`src/rtl/uart_rx_fifo.sv`:
```
// uart_rx_fifo
//   Receive-side frame buffer that sits directly behind uartreceiver. Each rising
//   edge of rx_valid captures one frame {rx_error, rx_data} into a circular FIFO.
//   The host drains the FIFO through a registered read port and watches the level,
//   almost-full and sticky overrun status.
//
// Ports
//   clk          system clock (UART rx_clk domain)
//   reset        asynchronous, active-low reset
//   rx_valid     frame-complete level from uartreceiver
//   rx_error     framing/stop error for the current frame
//   rx_data      received byte
//   rd_en        host read request, one entry per high cycle
//   clr_overrun  clears the sticky overrun flag
//   rd_data      popped byte, registered
//   rd_err       error flag stored with the popped byte
//   rd_valid     one-cycle pulse when rd_data/rd_err were updated
//   empty        count == 0
//   full         count == DEPTH
//   almost_full  count >= AFULL_LVL
//   count        entries held, 0..DEPTH
//   overrun      sticky: a frame was dropped because the FIFO was full

module uart_rx_fifo #(
  parameter int DATA_W    = 8,
  parameter int DEPTH     = 16,
  parameter int ADDR_W    = 4,
  parameter int AFULL_LVL = 12
) (
  input  logic              clk,
  input  logic              reset,
  input  logic              rx_valid,
  input  logic              rx_error,
  input  logic [DATA_W-1:0] rx_data,
  input  logic              rd_en,
  input  logic              clr_overrun,
  output logic [DATA_W-1:0] rd_data,
  output logic              rd_err,
  output logic              rd_valid,
  output logic              empty,
  output logic              full,
  output logic              almost_full,
  output logic [ADDR_W:0]   count,
  output logic              overrun
);

  localparam logic [ADDR_W:0]   DEPTH_C   = (ADDR_W+1)'(DEPTH);
  localparam logic [ADDR_W:0]   AFULL_C   = (ADDR_W+1)'(AFULL_LVL);
  localparam logic [ADDR_W:0]   CNT_ONE_C = {{ADDR_W{1'b0}}, 1'b1};
  localparam logic [ADDR_W:0]   CNT_ZERO_C = {(ADDR_W+1){1'b0}};
  localparam logic [ADDR_W-1:0] PTR_ONE_C = {{(ADDR_W-1){1'b0}}, 1'b1};

  // Each entry holds {error, data}
  logic [DATA_W:0]   mem_r [DEPTH];
  logic [ADDR_W-1:0] wr_ptr_r;
  logic [ADDR_W-1:0] rd_ptr_r;
  logic              rx_valid_q_r;

  logic              wr_req_s;
  logic              rd_ok_s;
  logic              wr_ok_s;
  logic              drop_s;
  logic [ADDR_W:0]   count_next_s;

  // Strobe generation and accept decisions for this cycle
  always_comb begin
    wr_req_s = rx_valid & ~rx_valid_q_r;
    rd_ok_s  = rd_en & ~empty;
    // A read in the same cycle frees the slot a full FIFO needs
    wr_ok_s  = wr_req_s & (~full | rd_ok_s);
    drop_s   = wr_req_s & full & ~rd_ok_s;
  end

  // Next occupancy; flags are decoded from it so they register alongside count
  always_comb begin
    count_next_s = count;
    case ({wr_ok_s, rd_ok_s})
      2'b10:   count_next_s = count + CNT_ONE_C;
      2'b01:   count_next_s = count - CNT_ONE_C;
      default: count_next_s = count;
    endcase
  end

  // rx_valid edge register; resets high so a level held through reset is not a new frame
  always_ff @(posedge clk or negedge reset) begin
    if (!reset) begin
      rx_valid_q_r <= 1'b1;
    end else begin
      rx_valid_q_r <= rx_valid;
    end
  end

  // Frame storage; contents are only meaningful between the pointers, so no reset
  always_ff @(posedge clk) begin
    if (wr_ok_s) begin
      mem_r[wr_ptr_r] <= {rx_error, rx_data};
    end
  end

  // Pointers, occupancy and level flags
  always_ff @(posedge clk or negedge reset) begin
    if (!reset) begin
      wr_ptr_r    <= {ADDR_W{1'b0}};
      rd_ptr_r    <= {ADDR_W{1'b0}};
      count       <= CNT_ZERO_C;
      empty       <= 1'b1;
      full        <= 1'b0;
      almost_full <= 1'b0;
    end else begin
      if (wr_ok_s) begin
        wr_ptr_r <= wr_ptr_r + PTR_ONE_C;
      end
      if (rd_ok_s) begin
        rd_ptr_r <= rd_ptr_r + PTR_ONE_C;
      end
      count       <= count_next_s;
      empty       <= (count_next_s == CNT_ZERO_C);
      full        <= (count_next_s == DEPTH_C);
      almost_full <= (count_next_s >= AFULL_C);
    end
  end

  // Registered read port; rd_data/rd_err hold between reads
  always_ff @(posedge clk or negedge reset) begin
    if (!reset) begin
      rd_data  <= {DATA_W{1'b0}};
      rd_err   <= 1'b0;
      rd_valid <= 1'b0;
    end else begin
      rd_valid <= rd_ok_s;
      if (rd_ok_s) begin
        rd_data <= mem_r[rd_ptr_r][DATA_W-1:0];
        rd_err  <= mem_r[rd_ptr_r][DATA_W];
      end
    end
  end

  // Sticky overrun; a drop in the same cycle as a clear keeps the flag set
  always_ff @(posedge clk or negedge reset) begin
    if (!reset) begin
      overrun <= 1'b0;
    end else if (drop_s) begin
      overrun <= 1'b1;
    end else if (clr_overrun) begin
      overrun <= 1'b0;
    end
  end

endmodule

```
`config.mk`:
```
export PLATFORM = sky130hd
export DESIGN_NAME = uart_rx_fifo
export DESIGN_NICKNAME = d
export VERILOG_FILES = /design/src/rtl/uart_rx_fifo.sv
export SDC_FILE = /design/constraint.sdc
export NUM_CORES = 1
export LEC_CHECK = 0
export CORE_UTILIZATION = 23
export CTS_CLUSTER_DIAMETER = 200
export DETAILED_ROUTE_END_ITERATION = 7
export MAX_ROUTING_LAYER = met4
export SYNTH_ARGS = -nofsm -noshare
export SYNTH_HDL_FRONTEND = slang
export SYNTH_SLANG_ARGS = --single-unit
```
`constraint.sdc`:
```
create_clock -name clk -period 4.35 [get_ports clk]
set_clock_uncertainty 0.2 [all_clocks]
set_input_delay 0.87 -clock clk [delete_from_list [all_inputs] [get_ports clk]]
set_output_delay 0.87 -clock clk [all_outputs]
set_load 0.02 [all_outputs]
```
* Word level (Yosys, flattened, before mapping) *
Memory sizes are Yosys's and may differ from the RTL's. A register that Yosys moved wholly into a read port is not among the register bits.
Cells that the tools add are included.

storage, ports and cells
  RAM bits = 144
  output and inout bits = 19
  logic and storage cells = 36
  bits of input ports = 14
  bits in registers = 19
  memories kept = 1

cells by class
  muxes and demuxes = 5
  bitwise logic cells = 10
  equal/unequal tests = 3
  $add $sub $neg = 4
  order comparisons = 1
  reduce and logical (&&, ||, !) cells = 3

memory list
  name   words  width  rd ports  clocked after Yosys merged registers in  wr ports  line  source
  mem_r  16     9      1         1                                        1         54    logic [DATA_W:0] mem_r [DEPTH];

operators by type and width
  operator                                                            number
  one-hot mux 5 bit (2 select lines)                                  1
  adder 4 x 1 -> 4 bit (second input constant)                        2
  adder 5 x 1 -> 5 bit (second input constant)                        1
  AND 1 bit                                                           5
  == test 5 bit (second input constant)                               1
  greater-or-equal comparator 5 x 4 -> 1 bit (second input constant)  1
  logical NOT 5 bit                                                   1
  subtractor 5 x 1 -> 5 bit (second input constant)                   1
  two-way mux 1 bit                                                   4
  NOT 1 bit                                                           4
  == test 2 x 1 -> 1 bit (second input constant)                      1
  == test 2 bit (second input constant)                               1
  nonzero test 2 bit                                                  1
  logical NOT 1 bit                                                   1
  OR 1 bit                                                            1

* Longest topological paths before layout *
Gate-level depths: netlist of run 1.

  depth in word-level cells = 7
  depth in mapped cells = 12

* Worst setup path before layout of run 1 *
OpenSTA, ideal clock, no wires.

  path type = input to register
  start point = input port rd_en
  end point = register full
  stages on the path = 12
  setup time = 0.127 ns
  path buffers = 1
  slack = 1.191 ns
  data required time = 4.023 ns
  arrival time = 2.832 ns
  cells stage by stage = nand2b_1 -> a21oi_2 -> inv_1 -> ha_1 -> buf_6 -> xor2_1 -> ha_1 -> o21ai_0 -> a221oi_2 -> o211ai_2 -> xnor2_2 -> nor3b_2

between the ends
  longest elaborated chain between the ends = 6
  elaborated cells on any way between the ends = 7
  classes of those cells = eq/ne: 3; mux: 1; bitwise: 3

ends and longest elaborated chain
  element                                                         line  source
  start: declaration                                              35    input logic rd_en,
  AND 1 bit *                                                     68    rd_ok_s = rd_en & ~empty;
  OR 1 bit                                                        70    wr_ok_s = wr_req_s & (~full | rd_ok_s);
  AND 1 bit                                                       70
  == test 2 x 1 -> 1 bit / == test 2 bit (equally long branches)  77    case ({wr_ok_s, rd_ok_s})
  one-hot mux 5 bit (2 select lines) *                            77
  named net count_next_s[4]                                       63    logic [ADDR_W:0] count_next_s;
  == test 5 bit *                                                 118   full <= (count_next_s == DEPTH_C);
  end signal: assignment                                          118
  end: declaration                                                41    output logic full,

The timed path passes the listed nets; every way through them passes the cells marked *.
A chain may end at the register's enable or synchronous reset.

* Final worst setup path of run 1 *
  start point = input port rd_en
  end point = register full

between the ends
  longest elaborated chain between the ends = 6
  elaborated cells on any way between the ends = 7
  classes of those cells = eq/ne: 3; mux: 1; bitwise: 3

ends and longest elaborated chain
  element                                                         line  source
  AND 1 bit *                                                     68
  named net rd_ok_s                                               60    logic rd_ok_s;
  OR 1 bit                                                        70
  AND 1 bit                                                       70
  == test 2 x 1 -> 1 bit / == test 2 bit (equally long branches)  77
  one-hot mux 5 bit (2 select lines) *                            77
  == test 5 bit *                                                 118

Marks and branches as above.

==> results.ini, run 1 <==
[worst_setup_path]
slowest_delay_ns = 0.46
critPathKind = in2reg
critical_path_required_ns = 4.50
cp-start-kind = primary input
crit_path_cell_trace = clkdlybuf4s50_1 > nand2b_1 > buf_4 > inv_1 > ha_1 > xor2_1 > ha_1 > a21oi_1 > xnor2_1 > nor4bb_1 > a21oi_1 > nor3b_2
critical_path.endpoint_type = flip-flop
cp_slowest_cell = clkdlybuf4s50_1
cp.arrival_ns = 3.66
cp_max_fo = 13
r2r_cells = 11

[drt]
wirelength_mm = 13.69
wl_per_cell_um = 16.82
ant_nets = 0
first_pass_iters = 4
vias = 3433
drc = 0
via_per_inst = 4.217
drtIter0Drc = 375

[synth]
ys_seq_elements = 172
syn-num-nets = 385
avgSynthCellArea_um2 = 18.96
ys_seq_area_frac = 0.7304
synth_enable_flop_cells = 144
ys.warnings.count = 0
synthesis.area_mm2 = 0.006883
synth_flop_cell = edfxtp_1
async_flop_share = 0.1628
ys_types = 38
synthCells = 363

[floorplan]
die_w_um = 175.0
core_area_mm2 = 0.02909
die_area_mm2 = 0.03062
io_pins = 33
start_util = 0.2366
die_y_um = 175.0
rows = 62

[clock_network]
postCtsSetupRepairBufs = 0
clockBufferDepth = 2
clk_latency_ns = 0.43
htreeDepth = 4
numCtsBuffers = 17
cts_tree = yes
cts_hold_buf = 0
numClockSinks = 172
cts-resized-gates = 0
clk_pin_slew_worst_paths_ns = 0.07
root_buffer = clkbuf_16

[job]
drv_cap = 0

[final_layout]
antenna_cells = 0
multiInputGateArea_mm2 = 0.001715
fillers = 2863
drive_gt1_frac = 0.2349
final_cells = 814
seq_area_mm2 = 0.005030
nets = 439
area_growth_pct = 21.09
final_common_cell = edfxtp_1
final_cell_mix = edfxtp_1, mux4_2, clkdlybuf4s50_1

[global_route]
grt_remaining_overflow = 0
grt_max_degree = 40
grt_pass1_vias = 3630
antenna_found_initial = 0
grtUsageTotal = 0.09774
grt_pass1_wl_mm = 21.31

[place]
gp_congestion = 0.7660
placed_cells = 782
dp_hpwl_mm = 8.937
io_buffers = 32

[timing]
rsz0062_at_grt = false
final.setup.tns_ns = 0
final.period_utilization = 0.8079
finalCriticalPeriod_ns = 3.514
slew_headroom = 0.2542
hold_viol = 0
tightestPinTransition_ns = 1.119
setup_viol = 0
clock.fmax_ghz = 0.2845
maxSlewViolCount = 0

[pwr]
ir_drop_uv = 282.4
total_power_mw = 5.243
p_per_area_mw_per_mm2 = 629.1
p_leak_nw = 2.765

[status]
outcome = finished, final reports clean

[worst_hold_path]
holdPathStages = 1
hold_class = reg2reg

[per-stage QoR]
step / worst slack [ns] / hold WS [ns] / instance area (µm²) / util
6_report: 0.8356 / 0.3032 / 8334 / 0.2865
4_1_cts: 0.8872 / 0.3020 / 8334 / 0.2865
3_3_place_gp: 0.6628 / 0.2864 / 7722 / 0.2655
3_5_place_dp: 0.4352 / 0.2892 / 7722 / 0.2655
2_1_floorplan: 1.191 / 0.2581 / 6883 / -
5_1_grt: 0.6328 / 0.3392 / 8334 / 0.2865
[kinds of logic (layout without fill, tap and decap cells)]
logic type | Yosys count | in the layout | synth area share
AOI/OAI and AO/OA | 35 | 35 | 0.03236
xor gates and xnor gates | 11 | 11 | 0.01509
adders and majority gates | 8 | 8 | 0.01454
buffers and inverters | 23 | 90 | 0.02036
DFF | 172 | 172 | 0.7304
muxes | 55 | 55 | 0.1456
and+or+nand+nor | 59 | 59 | 0.04163
[layer usage]
layer  track usage  part of all wire
met1        0.1219              0.46
met2        0.1554              0.50
met3       0.02785             0.038
met4       0.02536            0.0087
met5             -                 0
[synth_stat cells, types with 2 or more instances]
master	count	share of area
buf_2	7	0.0051
edfxtp_1	144	0.63
o21ai_1	10	0.0073
dfrtp_1	26	0.095
o21ai_0	2	0.0015
nand2b_1	6	0.0055
nor2_1	23	0.013
nor3b_2	2	0.0036
nand4_1	2	0.0018
nand2_1	14	0.0076
xnor2_1	8	0.010
xor2_1	2	0.0025
inv_1	5	0.0027
clkbuf_1	4	0.0022
nor3_1	6	0.0044
dfstp_2	2	0.0076
ha_1	8	0.015
buf_4	2	0.0022
nor2b_1	3	0.0027
mux2i_1	18	0.026
a21oi_1	13	0.0095
mux4_2	36	0.12
buf_6	5	0.0082
[worst max-delay path, delay by kind of cell]
kind,cells,cell delay [ns]
and+or+nand+nor,3,0.66
AOI/OAI and AO/OA,2,0.19
xor gates and xnor gates,2,0.43
adders and majority gates,2,0.65
buffers and inverters,3,0.86
[layout make-up]
| cell class | count | area share |
|---|---|---|
| Clock inverter | 15 | 0.02237 |
| Clock buffer | 17 | 0.05104 |
| Inverter | 5 | 0.002252 |
| Tap cell | 384 | 0.05765 |
| Multi-Input combinational cell | 168 | 0.2058 |
| Sequential cell | 172 | 0.6035 |
| Timing Repair Buffer | 53 | 0.05735 |
[registers in the layout, indices dropped and copies added, names as in the netlist, 4 cells and up]
register  cells
count         5
mem_r       144
rd_data       8
rd_ptr_r      4
wr_ptr_r      4
[power by group]
group / internal (mW) / total [mW] / leakage, nW / switching, mW
sequential: 1.98 / 2.34 / 1.63 / 0.367
clock: 0.870 / 1.55 / 0.296 / 0.678
combinational: 0.747 / 1.35 / 0.839 / 0.606
[path summary, 6_finish.rpt]
path | start | to | slack, ns
max | rd_en | full | 0.84
min | rd_ptr_r[3] | rd_ptr_r[3] | 0.30
max reg2reg | empty | full | 1.17
min reg2reg | rd_ptr_r[3] | rd_ptr_r[3] | 0.30
max in group asynchronous | reset | rd_ptr_r[0] | 2.64
min in group asynchronous | reset | count[1] | 0.64
No activity file was read; power rests on OpenSTA's default activity.
==> run 2, diff against run 1 <==
==> constraint.sdc (replaced) <==
create_clock -name clk -period 3.15 [get_ports clk]
set_clock_uncertainty 0.2 [all_clocks]
set_input_delay 0.63 -clock clk [delete_from_list [all_inputs] [get_ports clk]]
set_output_delay 0.63 -clock clk [all_outputs]
set_load 0.02 [all_outputs]
==> results.ini, run 2 (synthesized netlist as in run 1, its figures left out) <==
[clock_network]
numCtsBuffers = 17  ; unchanged
postCtsSetupRepairBufs = 0  ; unchanged
clockBufferDepth = 2  ; unchanged
cts-resized-gates = 0  ; unchanged
numClockSinks = 172  ; unchanged
htreeDepth = 4  ; unchanged
clk_latency_ns = 0.43  ; about the same
root_buffer = clkbuf_16  ; unchanged
cts_tree = yes  ; unchanged
clk_pin_slew_worst_paths_ns = 0.07  ; about the same
cts_hold_buf = 0  ; unchanged

[global_route]
grt_remaining_overflow = 0  ; unchanged
grtUsageTotal = 0.09963  ; was 0.09774
antenna_found_initial = 0  ; unchanged
grt_max_degree = 40  ; unchanged
grt_pass1_wl_mm = 21.59  ; was 21.31 mm
grt_pass1_vias = 3651  ; was 3630

[drt]
vias = 3432  ; was 3433
wl_per_cell_um = 16.96  ; was 16.82 µm
first_pass_iters = 5  ; was 4
via_per_inst = 4.190  ; was 4.217
wirelength_mm = 13.89  ; was 13.69 mm
ant_nets = 0  ; unchanged
drc = 0  ; unchanged
drtIter0Drc = 290  ; was 375

[pwr]
p_comb_frac = 0.298  ; was 0.258
ir_drop_uv = 425.3  ; was 282.4 µV
seq_power_share = 0.418  ; was 0.447
p_leak_nw = 2.788  ; was 2.765 nW
internal_power_mw = 4.908  ; was 3.592 mW
netSwitchingFraction = 0.3142  ; was 0.3149
switchingPower_mw = 2.248  ; was 1.651 mW
p_per_area_mw_per_mm2 = 857.2  ; was 629.1 mW/mm²
pwr-share-clk = 0.284  ; was 0.295

[worst_setup_path]
critical_path.endpoint_type = flip-flop  ; unchanged
cp-start-kind = primary input  ; unchanged
cp.arrival_ns = 3.02  ; was 3.66 ns
r2r_cells = 11  ; unchanged
reg2reg_slack_ns = 0.46  ; was 1.17 ns
r2r_start = empty  ; unchanged
crit_path_cell_trace = clkdlybuf4s50_1 > nand2b_1 > a21oi_2 > inv_1 > ha_1 > xor2_1 > ha_1 > o21ai_0 > a221oi_2 > o211ai_2 > xnor2_2 > nor3_1  ; was clkdlybuf4s50_1 > nand2b_1 > buf_4 > inv_1 > ha_1 > xor2_1 > ha_1 > a21oi_1 > xnor2_1 > nor4bb_1 > a21oi_1 > nor3b_2
crit_top_cell = ha_1
critical_path_required_ns = 3.29  ; was 4.50 ns
cp_max_fo = 4  ; was 13
crit_buf_inv = 2  ; was 3
rr_endpoint = empty  ; was full
critPathKind = in2reg  ; unchanged
cp_slowest_cell = clkdlybuf4s50_1  ; unchanged
slowest_delay_ns = 0.46  ; about the same
critPathTopFamily = compound AO/OA/AOI/OAI gates  ; was buffers and inverters

[final_layout]
final_common_cell = edfxtp_1  ; unchanged
final_core_util = 0.2870  ; was 0.2865
largest_reg_flops = 144  ; unchanged
nets = 445  ; was 439
area_growth_pct = 21.31  ; was 21.09%
final_cell_mix = edfxtp_1, mux4_2, clkdlybuf4s50_1  ; unchanged
drive_gt1_frac = 0.2414  ; was 0.2349
regMostFlops = mem_r  ; unchanged
antenna_cells = 0  ; unchanged
reg_top3 = mem_r: 144 flops, rd_data: 8 flops, count: 5 flops  ; unchanged

[floorplan]
die_w_um = 175.0  ; unchanged
die_area_mm2 = 0.03062  ; unchanged
io_pins = 33  ; unchanged
start_util = 0.2366  ; unchanged
rows = 62  ; unchanged
core_area_mm2 = 0.02909  ; unchanged
die_y_um = 175.0  ; unchanged

[worst_hold_path]
hold_path_end = rd_ptr_r[3]  ; unchanged
hold_class = reg2reg  ; unchanged
holdPathStages = 1  ; unchanged
hold_start = rd_ptr_r[3]  ; unchanged

[job]
drv_cap = 0  ; unchanged

[timing]
holdWs_ns = 0.3018  ; was 0.3032 ns
rsz0062_at_grt = false  ; unchanged
tightestPinTransition_ns = 0.5913  ; was 1.119 ns
final.setup.tns_ns = 0  ; unchanged
slew_headroom = 0.6058  ; was 0.2542
clock.fmax_ghz = 0.3469
fin_ws_ns = 0.2671  ; was 0.8356 ns
setup_viol = 0  ; unchanged
final.period_utilization = 0.9152
hold_viol = 0  ; unchanged
finalCriticalPeriod_ns = 2.883
maxSlewViolCount = 0  ; unchanged

[status]
outcome = finished, final reports clean  ; unchanged

[place]
io_buffers = 32  ; unchanged
post-place-ws_ns = -0.1791  ; was 0.4352 ns
dp_hpwl_mm = 8.805  ; was 8.937 mm
gp_congestion = 0.7826  ; was 0.7660

-- run 2: cell count changes in the layout (fill, tap and decap cells not counted) --
cell,change
clkinv_4,-1
buf_12,+1
inv_6,+3
clkinvlp_4,-1
clkinv_8,-2
bufinv_16,-1
buf_4,+5
dfrtp_1,+1
inv_8,+1
dfrtp_2,-1
-- run 2: worst max path at each step --
stage               slack, ns  cells after the start     to  start
floorplan                0.23                     12   full  rd_en
global placement         0.02                     12   full  rd_en
detailed placement      -0.18                     12  empty  rd_en
CTS                      0.27                     12  empty  rd_en
global route             0.08                     12  empty  rd_en
finish                   0.27                     12  empty  rd_en
-- run 2: layout make-up --
type	instances	area [µm²]
timing repair buffer	59	535.5
sequential	172	5029
multi-input combinational	168	1715
tap	384	480.5
inverter	5	18.77
clock inverter	14	145.1
fill	2847	20740
clock buffer	17	425.4
-- run 2: per-stage QoR --
stage	area, µm²	power (mW)	std cells
global placement	7779	5.139	788
finish	8349	7.157	819
detailed placement	7779	5.212	788
CTS	8349	7.258	819
floorplan	6883	4.526	363
global route	8349	7.534	819
-- run 2: routing by layer --
metal / up-vias / wire length (µm) / global-route usage
met2: 71 / 6951 / 0.1553
met3: 11 / 626 / 0.02698
li1: 1544 / - / -
met5: - / 0 / -
met1: 1806 / 6194 / 0.1256
met4: 0 / 121 / 0.03188
-- run 2: power by group through the flow --
stage	combinational [mW]	clock (mW)	sequential (mW)
floorplan	1.52	0	3.01
global placement	2.11	0	3.03
detailed placement	2.16	0	3.05
CTS	2.17	2.08	3.00
global route	2.32	2.18	3.04
finish	2.13	2.03	2.99
==> run 3, diff against run 2 <==
--- a/config.mk
+++ b/config.mk
@@ -5,10 +5,11 @@
 export SDC_FILE = /design/constraint.sdc
 export NUM_CORES = 1
 export LEC_CHECK = 0
-export CORE_UTILIZATION = 23
+export CORE_UTILIZATION = 49
 export CTS_CLUSTER_DIAMETER = 200
 export DETAILED_ROUTE_END_ITERATION = 7
 export MAX_ROUTING_LAYER = met4
+export PLACE_DENSITY = 0.7
 export SYNTH_ARGS = -nofsm -noshare
 export SYNTH_HDL_FRONTEND = slang
 export SYNTH_SLANG_ARGS = --single-unit
==> results.ini, run 3 (synthesized netlist as in run 1, its figures left out) <==
[global_route]
antenna_found_initial = 0  ; unchanged
grt_pass1_wl_mm = 20.49  ; was 21.59 mm
grtUsageTotal = 0.2070  ; was 0.09963
grt_max_degree = 40  ; unchanged
grt_pass1_vias = 3619  ; was 3651
grt_remaining_overflow = 0  ; unchanged

[clock_network]
cts-resized-gates = 0  ; unchanged
cts_tree = yes  ; unchanged
clockBufferDepth = 2  ; unchanged
clk_latency_ns = 0.42  ; was 0.43 ns
htreeDepth = 4  ; unchanged
postCtsSetupRepairBufs = 0  ; unchanged
numClockSinks = 172  ; unchanged
root_buffer = clkbuf_16  ; unchanged
clk_pin_slew_worst_paths_ns = 0.06  ; was 0.07 ns
cts_hold_buf = 0  ; unchanged
numCtsBuffers = 17  ; unchanged

[worst_setup_path]
cp.arrival_ns = 2.93  ; was 3.02 ns
cp_num_cells = 12  ; unchanged
r2r_cells = 11  ; unchanged
crit_buf_inv = 2  ; unchanged
critPathKind = in2reg  ; unchanged
slowest_delay_ns = 0.46  ; about the same
critical_path_required_ns = 3.30  ; was 3.29 ns
crit_top_cell = ha_1  ; unchanged
critPathTopFamily = compound AO/OA/AOI/OAI gates  ; unchanged
crit_path_cell_trace = clkdlybuf4s50_1 > nand2b_1 > a21oi_2 > inv_1 > ha_1 > xor2_1 > ha_1 > o21ai_0 > a221oi_2 > o211ai_2 > xnor2_2 > nor3b_2  ; was clkdlybuf4s50_1 > nand2b_1 > a21oi_2 > inv_1 > ha_1 > xor2_1 > ha_1 > o21ai_0 > a221oi_2 > o211ai_2 > xnor2_2 > nor3_1
critPathLaunch = rd_en  ; unchanged
cp-start-kind = primary input  ; unchanged
r2r_start = empty  ; unchanged
reg2reg_slack_ns = 0.52  ; was 0.46 ns
cp_slowest_cell = clkdlybuf4s50_1  ; unchanged
cp-endpoint = full  ; was empty
rr_endpoint = full  ; was empty
critical_path.endpoint_type = flip-flop  ; unchanged
cp_max_fo = 4  ; unchanged

[final_layout]
area_growth_pct = 17.43  ; was 21.31%
final_common_cell = edfxtp_1  ; unchanged
nets = 448  ; was 445
drive_gt1_frac = 0.2374  ; was 0.2414
largest_reg_flops = 144  ; unchanged
design_area_mm2 = 0.008083  ; was 0.008349 mm²
antenna_cells = 0  ; unchanged
final_cell_mix = edfxtp_1, mux4_2, clkdlybuf4s50_1  ; unchanged
reg_top3 = mem_r: 144 flops, rd_data: 8 flops, count: 5 flops  ; unchanged
final_cells = 614  ; was 819
regMostFlops = mem_r  ; unchanged

[place]
post-place-ws_ns = -0.04782  ; was -0.1791 ns
gp_congestion = 0.8062  ; was 0.7826
dp_hpwl_mm = 8.132  ; was 8.805 mm
io_buffers = 32  ; unchanged
post_dp_cell_area_mm2 = 0.007528  ; was 0.007779 mm²
placed_cells = 583  ; was 788

[timing]
setup_viol = 0  ; unchanged
finalCriticalPeriod_ns = 2.778  ; was 2.883 ns
clock.fmax_ghz = 0.3599  ; was 0.3469 GHz
final.setup.tns_ns = 0  ; unchanged
hold_viol = 0  ; unchanged
slew_headroom = 0.6079  ; was 0.6058
tightestPinTransition_ns = 0.5882  ; was 0.5913 ns
rsz0062_at_grt = false  ; unchanged
fin_ws_ns = 0.3717  ; was 0.2671 ns
final.period_utilization = 0.8820  ; was 0.9152
maxSlewViolCount = 0  ; unchanged

[job]
drv_cap = 0  ; unchanged

[pwr]
p_per_area_mw_per_mm2 = 874.9  ; was 857.2 mW/mm²
ir_drop_uv = 500.9  ; was 425.3 µV
p_leak_nw = 2.788  ; about the same

[drt]
wl_per_cell_um = 21.22  ; was 16.96 µm
drtIter0Drc = 307  ; was 290
vias = 3438  ; was 3432
ant_nets = 0  ; unchanged
wirelength_mm = 13.03  ; was 13.89 mm
drc = 0  ; unchanged
via_per_inst = 5.599  ; was 4.190
first_pass_iters = 4  ; was 5

[floorplan]
start_util = 0.5116  ; was 0.2366
die_area_mm2 = 0.01453  ; was 0.03062 mm²
core_area_mm2 = 0.01345  ; was 0.02909 mm²
die_y_um = 120.5  ; was 175.0 µm
io_pins = 33  ; unchanged
die_w_um = 120.5  ; was 175.0 µm
rows = 42  ; was 62

[worst_hold_path]
hold_class = reg2reg  ; unchanged
holdPathStages = 2  ; was 1

[status]
outcome = finished, final reports clean  ; unchanged

==> run 3: worst min path at each step <==
stage	startpoint	end	slack (ns)
2_1_floorplan	reset	almost_full	0.13
3_3_place_gp	rd_ptr_r[3]	rd_ptr_r[3]	0.28
4_1_cts	rd_ptr_r[3]	rd_ptr_r[3]	0.30
5_1_grt	rd_ptr_r[3]	rd_ptr_r[3]	0.31
6_report	rd_err	rd_err	0.30
3_5_place_dp	rd_ptr_r[3]	rd_ptr_r[3]	0.29
==> run 3: worst register-to-register path, cell delays in order, from the launching register on <==
cell	delay (ns)
dfstp_2	0.53
nand2b_1	0.14
buf_4	0.12
inv_1	0.05
ha_1	0.22
xor2_1	0.16
ha_1	0.21
o21ai_0	0.12
a221oi_2	0.28
o211ai_2	0.14
xnor2_2	0.21
nor3b_2	0.19
==> run 3: per-stage QoR <==
step | power [mW] | hold WS, ns | utilization
after detailed placement | 5.170 | 0.2862 | 0.5596
after global placement | 5.113 | 0.2813 | 0.5596
final | 7.071 | 0.3010 | 0.6008
after CTS | 7.147 | 0.3006 | 0.6008
after floorplan | 4.526 | 0.1344 | -
after global routing | 7.413 | 0.3059 | 0.6008
==> run 3: cell type report <==
class | count | area, µm²
clock inverters | 12 | 121.4
multi-input cells | 168 | 1715
clock buffers | 19 | 432.9
inverters | 5 | 18.77
flip-flops and latches | 172 | 5029
fillers | 1010 | 5370
repair buffers | 62 | 545.5
well taps | 176 | 220.2
==> run 3: report_power, final <==
group          internal [mW]  total, mW  switching [mW]  leakage (nW)
Sequential              2.73       2.94           0.206          1.63
Clock                   1.16       1.97           0.817         0.272
Combinational           1.05       2.16            1.11         0.885
==> run 3: metal layers <==
layer,global-route usage,wire (µm)
met4,0.07793,159
met5,-,0
met2,0.3319,6686
met1,0.2552,5397
met3,0.05377,783
